--- src/rtl/fifo_rd_pkg.sv ---
// Shared types and helpers for the FIFO read-side controller.
package fifo_rd_pkg;

    typedef enum logic [1:0] {
        ST_IDLE       = 2'd0,
        ST_STREAM     = 2'd1,
        ST_BURST_WAIT = 2'd2,
        ST_BURST      = 2'd3
    } rd_state_e;

    // Width needed to hold a credit count from 0 up to and including depth.
    function automatic int cred_width(input int depth);
        return $clog2(depth + 1);
    endfunction

endpackage

--- src/rtl/fifo_rd_ctrl_obuf.sv ---
// Small show-ahead output buffer: synchronous push/pop, head always visible.
module rd_obuf #(
    parameter  int DATA_W = 8,
    parameter  int DEPTH  = 4,
    localparam int PTR_W  = $clog2(DEPTH),
    localparam int OCNT_W = $clog2(DEPTH + 1)
) (
    input  logic              clk,
    input  logic              rst_n,
    input  logic              push_i,
    input  logic [DATA_W-1:0] push_data_i,
    input  logic              pop_i,
    output logic [DATA_W-1:0] head_o,
    output logic              empty_o,
    output logic [OCNT_W-1:0] count_o
);

    logic [DATA_W-1:0] mem_q [DEPTH];
    logic [PTR_W-1:0]  wr_ptr_q, rd_ptr_q;
    logic [OCNT_W-1:0] count_q, count_d;
    logic              full;
    logic              do_push, do_pop;

    assign full    = (count_q == OCNT_W'(DEPTH));
    assign empty_o = (count_q == '0);
    assign do_pop  = pop_i & ~empty_o;
    // A push into a full buffer is only legal when the head leaves in the same cycle.
    assign do_push = push_i & (~full | do_pop);
    assign head_o  = mem_q[rd_ptr_q];
    assign count_o = count_q;

    // Occupancy next-state from push/pop combination.
    always_comb begin
        count_d = count_q;
        case ({do_push, do_pop})
            2'b10:   count_d = count_q + OCNT_W'(1);
            2'b01:   count_d = count_q - OCNT_W'(1);
            default: count_d = count_q;
        endcase
    end

    // Storage and pointer registers; depth is a power of two so pointers wrap naturally.
    always_ff @(posedge clk or negedge rst_n) begin
        if (!rst_n) begin
            for (int i = 0; i < DEPTH; i++) mem_q[i] <= '0;
            wr_ptr_q <= '0;
            rd_ptr_q <= '0;
            count_q  <= '0;
        end else begin
            if (do_push) begin
                mem_q[wr_ptr_q] <= push_data_i;
                wr_ptr_q        <= wr_ptr_q + PTR_W'(1);
            end
            if (do_pop) rd_ptr_q <= rd_ptr_q + PTR_W'(1);
            count_q <= count_d;
        end
    end

endmodule

--- src/rtl/fifo_rd_ctrl.sv ---
// Read-side controller: pops a fixed-latency FIFO, buffers words, and feeds a
// valid/ready sink with credit-based back-pressure and an optional burst mode.
//
// state         | meaning
// --------------+-----------------------------------------------------------
// ST_IDLE       | no reads; waits for enable, samples burst_mode
// ST_STREAM     | reads whenever FIFO non-empty and credits available
// ST_BURST_WAIT | waits for FIFO fill level to reach BURST_LEN
// ST_BURST      | issues exactly BURST_LEN reads, then leaves
module fifo_rd_ctrl
    import fifo_rd_pkg::*;
#(
    parameter int DATA_W     = 8,
    parameter int USEDW_W    = 9,
    parameter int RD_LAT     = 1,
    parameter int OBUF_DEPTH = 4,
    parameter int BURST_LEN  = 16,
    parameter int CNT_W      = 16
) (
    input  logic               clk,
    input  logic               rst_n,
    input  logic               enable,
    input  logic               burst_mode,
    input  logic               rd_empty,
    input  logic [USEDW_W-1:0] rd_usedw,
    output logic               rd_req,
    input  logic [DATA_W-1:0]  rd_data,
    output logic               m_valid,
    input  logic               m_ready,
    output logic [DATA_W-1:0]  m_data,
    output logic               busy,
    output logic [CNT_W-1:0]   rd_count
);

    localparam int                 CRED_W      = cred_width(OBUF_DEPTH);
    localparam logic [USEDW_W-1:0] BURST_LEN_W = USEDW_W'(BURST_LEN);

    rd_state_e          state_q, state_d;
    logic [USEDW_W-1:0] remaining_q, remaining_d;
    logic [CRED_W-1:0]  credits_q, credits_d;
    logic [RD_LAT-1:0]  vld_pipe_q, vld_pipe_d;
    logic [CNT_W-1:0]   rd_count_q;

    logic               burst_start;
    logic               deliver;
    logic               obuf_push;
    logic               obuf_empty;
    logic [DATA_W-1:0]  obuf_head;
    logic [CRED_W-1:0]  obuf_count;

    assign burst_start = (state_q == ST_BURST_WAIT) & enable & (rd_usedw >= BURST_LEN_W);
    assign deliver     = m_valid & m_ready;
    assign obuf_push   = vld_pipe_q[RD_LAT-1];

    // State register.
    always_ff @(posedge clk or negedge rst_n) begin
        if (!rst_n) state_q <= ST_IDLE;
        else        state_q <= state_d;
    end

    // Next-state logic; a started burst always runs to completion.
    always_comb begin
        state_d = state_q;
        case (state_q)
            ST_IDLE:       if (enable) state_d = burst_mode ? ST_BURST_WAIT : ST_STREAM;
            ST_STREAM:     if (!enable) state_d = ST_IDLE;
            ST_BURST_WAIT: begin
                if (!enable)          state_d = ST_IDLE;
                else if (burst_start) state_d = ST_BURST;
            end
            ST_BURST:      if (rd_req && remaining_q == USEDW_W'(1))
                               state_d = enable ? ST_BURST_WAIT : ST_IDLE;
            default:       state_d = ST_IDLE;
        endcase
    end

    // Output logic: FIFO read strobe, gated by emptiness, credits and burst budget.
    always_comb begin
        rd_req = 1'b0;
        if ((state_q == ST_STREAM || (state_q == ST_BURST && remaining_q != '0)) &&
            !rd_empty && credits_q != '0)
            rd_req = 1'b1;
    end

    // Burst budget: loaded on entry to ST_BURST, counted down per issued read.
    always_comb begin
        remaining_d = remaining_q;
        if (burst_start)                      remaining_d = BURST_LEN_W;
        else if (state_q == ST_BURST && rd_req) remaining_d = remaining_q - USEDW_W'(1);
    end

    // Credits: one taken per read issued, one returned per word delivered.
    always_comb begin
        credits_d = credits_q;
        if (rd_req && !deliver)      credits_d = credits_q - CRED_W'(1);
        else if (!rd_req && deliver) credits_d = credits_q + CRED_W'(1);
    end

    // Read-latency tracker: a valid bit per outstanding read, aligned with rd_data on exit.
    always_comb begin
        vld_pipe_d[0] = rd_req;
        for (int i = 1; i < RD_LAT; i++) vld_pipe_d[i] = vld_pipe_q[i-1];
    end

    // Datapath registers: burst budget, credits, latency pipe, delivered counter.
    always_ff @(posedge clk or negedge rst_n) begin
        if (!rst_n) begin
            remaining_q <= '0;
            credits_q   <= CRED_W'(OBUF_DEPTH);
            vld_pipe_q  <= '0;
            rd_count_q  <= '0;
        end else begin
            remaining_q <= remaining_d;
            credits_q   <= credits_d;
            vld_pipe_q  <= vld_pipe_d;
            if (deliver) rd_count_q <= rd_count_q + CNT_W'(1);
        end
    end

    rd_obuf #(
        .DATA_W (DATA_W),
        .DEPTH  (OBUF_DEPTH)
    ) u_obuf (
        .clk         (clk),
        .rst_n       (rst_n),
        .push_i      (obuf_push),
        .push_data_i (rd_data),
        .pop_i       (deliver),
        .head_o      (obuf_head),
        .empty_o     (obuf_empty),
        .count_o     (obuf_count)
    );

    // m_data is forced to zero while nothing is buffered so no stale word is ever visible.
    assign m_valid  = ~obuf_empty;
    assign m_data   = m_valid ? obuf_head : '0;
    assign busy     = (state_q != ST_IDLE) | (|vld_pipe_q) | (obuf_count != '0);
    assign rd_count = rd_count_q;

endmodule

--- config.mk ---
export PLATFORM = sky130hd
export DESIGN_NAME = fifo_rd_ctrl
export DESIGN_NICKNAME = d
export VERILOG_FILES = /design/src/rtl/fifo_rd_pkg.sv /design/src/rtl/fifo_rd_ctrl_obuf.sv /design/src/rtl/fifo_rd_ctrl.sv
export SDC_FILE = /design/constraint.sdc
export NUM_CORES = 1
export LEC_CHECK = 0
export ABC_AREA = 1
export BUFFER_PORTS_ARGS = -buffer_cell sky130_fd_sc_hd__buf_2
export CAP_MARGIN = 20
export CORE_ASPECT_RATIO = 1.75
export CORE_MARGIN = 2
export CORE_UTILIZATION = 35
export CTS_BUF_LIST = sky130_fd_sc_hd__clkbuf_4
export DETAILED_ROUTE_END_ITERATION = 8
export PLACE_DENSITY = 0.54
export SLEW_MARGIN = 20
export SYNTH_ARGS = -nofsm -noshare
export SYNTH_HDL_FRONTEND = slang
export SYNTH_HIERARCHICAL = 1
export SYNTH_SLANG_ARGS = --single-unit
export TNS_END_PERCENT = 100
--- constraint.sdc ---
create_clock -name clk -period 5.51 [get_ports clk]
set_input_delay 1.102 -clock clk [delete_from_list [all_inputs] [get_ports clk]]
set_output_delay 1.102 -clock clk [all_outputs]
set_load 0.01 [all_outputs]
==> flow_summary.ini <==
[setup_path]
cp_slowest_stage_delay_ns = 0.73
worstPathMaxFanout = 18
required_ns = 4.41
cp-end-kind = primary output
cp_cell_sequence = inv_1 -> o21ai_0 -> o22ai_1 -> inv_1 -> nor2_1 -> buf_2
r2r_start = u_obuf/count_o[0]
reg2reg_to = credits_q[2]
cpMaxStageDelayCell = dfrtp_1
arrival_ns = 2.24
r2r_slack_ns = 3.00
criticalPathCategory = register to primary output
cp-start-kind = register
cp_common_cell = inv_1
rr_worst_depth = 11

[logic_synthesis]
ys_seq_area_frac = 0.447
synth_nets = 491
syn_avg_cell_area_um2 = 8.58
synth_top_flop_cell = dfrtp_1
syn_inst = 457
yosysUniqueCellTypes = 38
synth_xor_area_frac = 0.0447
synth_mux_area_frac = 0
synth_warnings = 6
synth_area_mm2 = 0.00392
synth-simple-area-share = 0.254
ys_async_sr_fraction = 1.00
ys_ff_latch = 70
synth_edf_count = 0
synthAdderAreaFrac = 0.0389
synth_compound_area_frac = 0.129
synth_top_family_by_area = simple AND/OR/NAND/NOR gates

[global_routing]
grt_pass1_vias = 3111
grt_usage = 0.148
grt_pass1_wl_um = 14400
grt_overflow = 0
grt_max_degree = 71
antenna_found_initial = 1

[placed_design]
placed_cells = 626
port_buffers = 45
place_ws_ns = 2.54
dp_hpwl_um = 5960
gp_congestion = 0.782

[layout]
area_delta_synth_final_pct = 10.6
nFillCells = 1165
fin_nets = 539
final_common_cell = nand2_1
instances_no_fill = 643
drive_gt1_frac = 0.216
regArea_mm2 = 0.00175
multiInputGateArea_mm2 = 0.00183
layout_common_cells = nand2_1 (95), dfrtp_1 (69), inv_1 (61)
post-route-util = 0.393

[die]
start_util = 0.355
rows = 51
dieWidth_um = 84.0
core-area_mm2 = 0.0110
die_y_um = 144
io-pin-count = 50
die-area_mm2 = 0.0121

[sta]
maxSlewViolCount = 0
maxSlewHeadroom = 0.398
layout_worst_path_cycle_share = 0.606
fin_tns_setup_ns = 0
setup_viol = 0
min_period_ns = 3.34
whs_ns = 0.482
final_hold_viol_count = 0
fin_worst_skew_ns = 0.0129
max_freq_ghz = 0.299
setup_slack_ns = 2.17
rsz0062_at_grt = no
worstMarginPinSlew_ns = 0.903

[outcome]
status = finished clean

[clocking]
clkTransAtPathRegs_ns = 0.11
ctsResizeCount = 0
postCtsHoldBufs = 0
clkLatencyLatePin_ns = 0.42
clockBufferDepth = 2
clock_sinks = 70
cts_setup_buffers = 0
root_buffer = clkbuf_4
cts_buffers = 9
tritoncts = yes
cts_max_level = 3

[route]
firstDrtPassIters = 4
drt_wl_total_um = 8200
drtIter0Drc = 128
drcViolationCount = 0
via_per_inst = 4.77
num_vias = 3066
postRouteAntennaNets = 0
wl_per_cell_um = 12.7

[power]
total_leakage_power_nw = 2.20
cellPowerDensity_mw_per_mm2 = 526
ir_drop_mv = 0.232

[job]
maxCapViolations = 0

[worst_hold_path]
holdPathEnd = u_obuf/mem_q[22]
min_path_type = register to register
holdPathStages = 2
min_from = u_obuf/mem_q[22]
-- cells by family (layout without fill, tap and decap cells) --
kind of cell,after synthesis,count (layout)
AND/OR/NAND/NOR,202,202
adder cells (fa/ha/maj),11,11
other,0,1
flip-flops,70,70
AO/OA/AOI/OAI,80,80
buffers and inverters,74,127
XOR/XNOR,20,20
-- power breakdown --
group / internal (W) / leakage [nW] / switching, W
clock: 0.0000918 / 0.0587 / 0.000180
sequential: 0.000723 / 0.886 / 0.000198
combinational: 0.000431 / 1.25 / 0.000660
-- stage by stage --
stage,area [µm²],total power (W)
finish,4340,0.00228
global route,4340,0.00254
CTS,4340,0.00232
detailed placement,4230,0.00204
global placement,4230,0.00200
floorplan,3920,0.00176
-- worst max-delay path, delay by kind of cell (launching register included) --
| kind | cells | cell delay [ns] |
|---|---|---|
| flops | 1 | 0.73 |
| buf+inv | 3 | 0.66 |
| compound gates | 2 | 0.39 |
| simple gates | 1 | 0.03 |
-- worst max path at each step --
stage / from / endpoint / slack [ns] / cells after the start
6_report: u_obuf/rd_ptr_q[0] / m_data[6] / 2.17 / 6
3_3_place_gp: rd_empty / rd_req / 2.51 / 6
5_1_grt: u_obuf/rd_ptr_q[0] / m_data[7] / 1.92 / 6
3_5_place_dp: rd_empty / rd_req / 2.54 / 6
2_1_floorplan: rd_empty / rd_req / 2.82 / 4
4_1_cts: u_obuf/rd_ptr_q[0] / m_data[6] / 2.12 / 6
-- routing by layer --
layer,wire (µm),GRT usage,vias to the layer above
met4,180,0.0806,0
met1,3390,0.168,1462
met2,4400,0.267,43
li1,-,-,1548
met5,0,0,-
met3,221,0.0194,13
-- cells in the mapped netlist (7+ instances only) --
cell type	count	area (µm²)
o21ai_0	24	120
o21ai_1	18	90.1
ha_1	9	113
nor2_1	55	206
nand3_1	23	115
o21ai_2	21	184
xor2_1	13	114
dfrtp_1	69	1730
inv_1	61	229
o22ai_1	8	50.1
xnor2_1	7	61.3
nand2_1	95	357
-- state kept, by name, indices dropped and copies added, names as in the netlist --
signal,cells
u_obuf/count_o,3
state_q,2
u_obuf/rd_ptr_q,2
rd_count,16
u_obuf/wr_ptr_q,2
credits_q,3
u_obuf/mem_q,32
remaining_q,9
obuf_push,1
-- layout make-up --
class | instances | share of cell area
Multi-Input combinational cell | 313 | 0.422
Sequential cell | 70 | 0.404
Inverter | 65 | 0.0580
Timing Repair Buffer | 46 | 0.0536
Tap cell | 132 | 0.0381
Clock buffer | 10 | 0.0173
Clock inverter | 6 | 0.00663
Antenna cell | 1 | 0.000577
(Power assumes the default switching activity.)
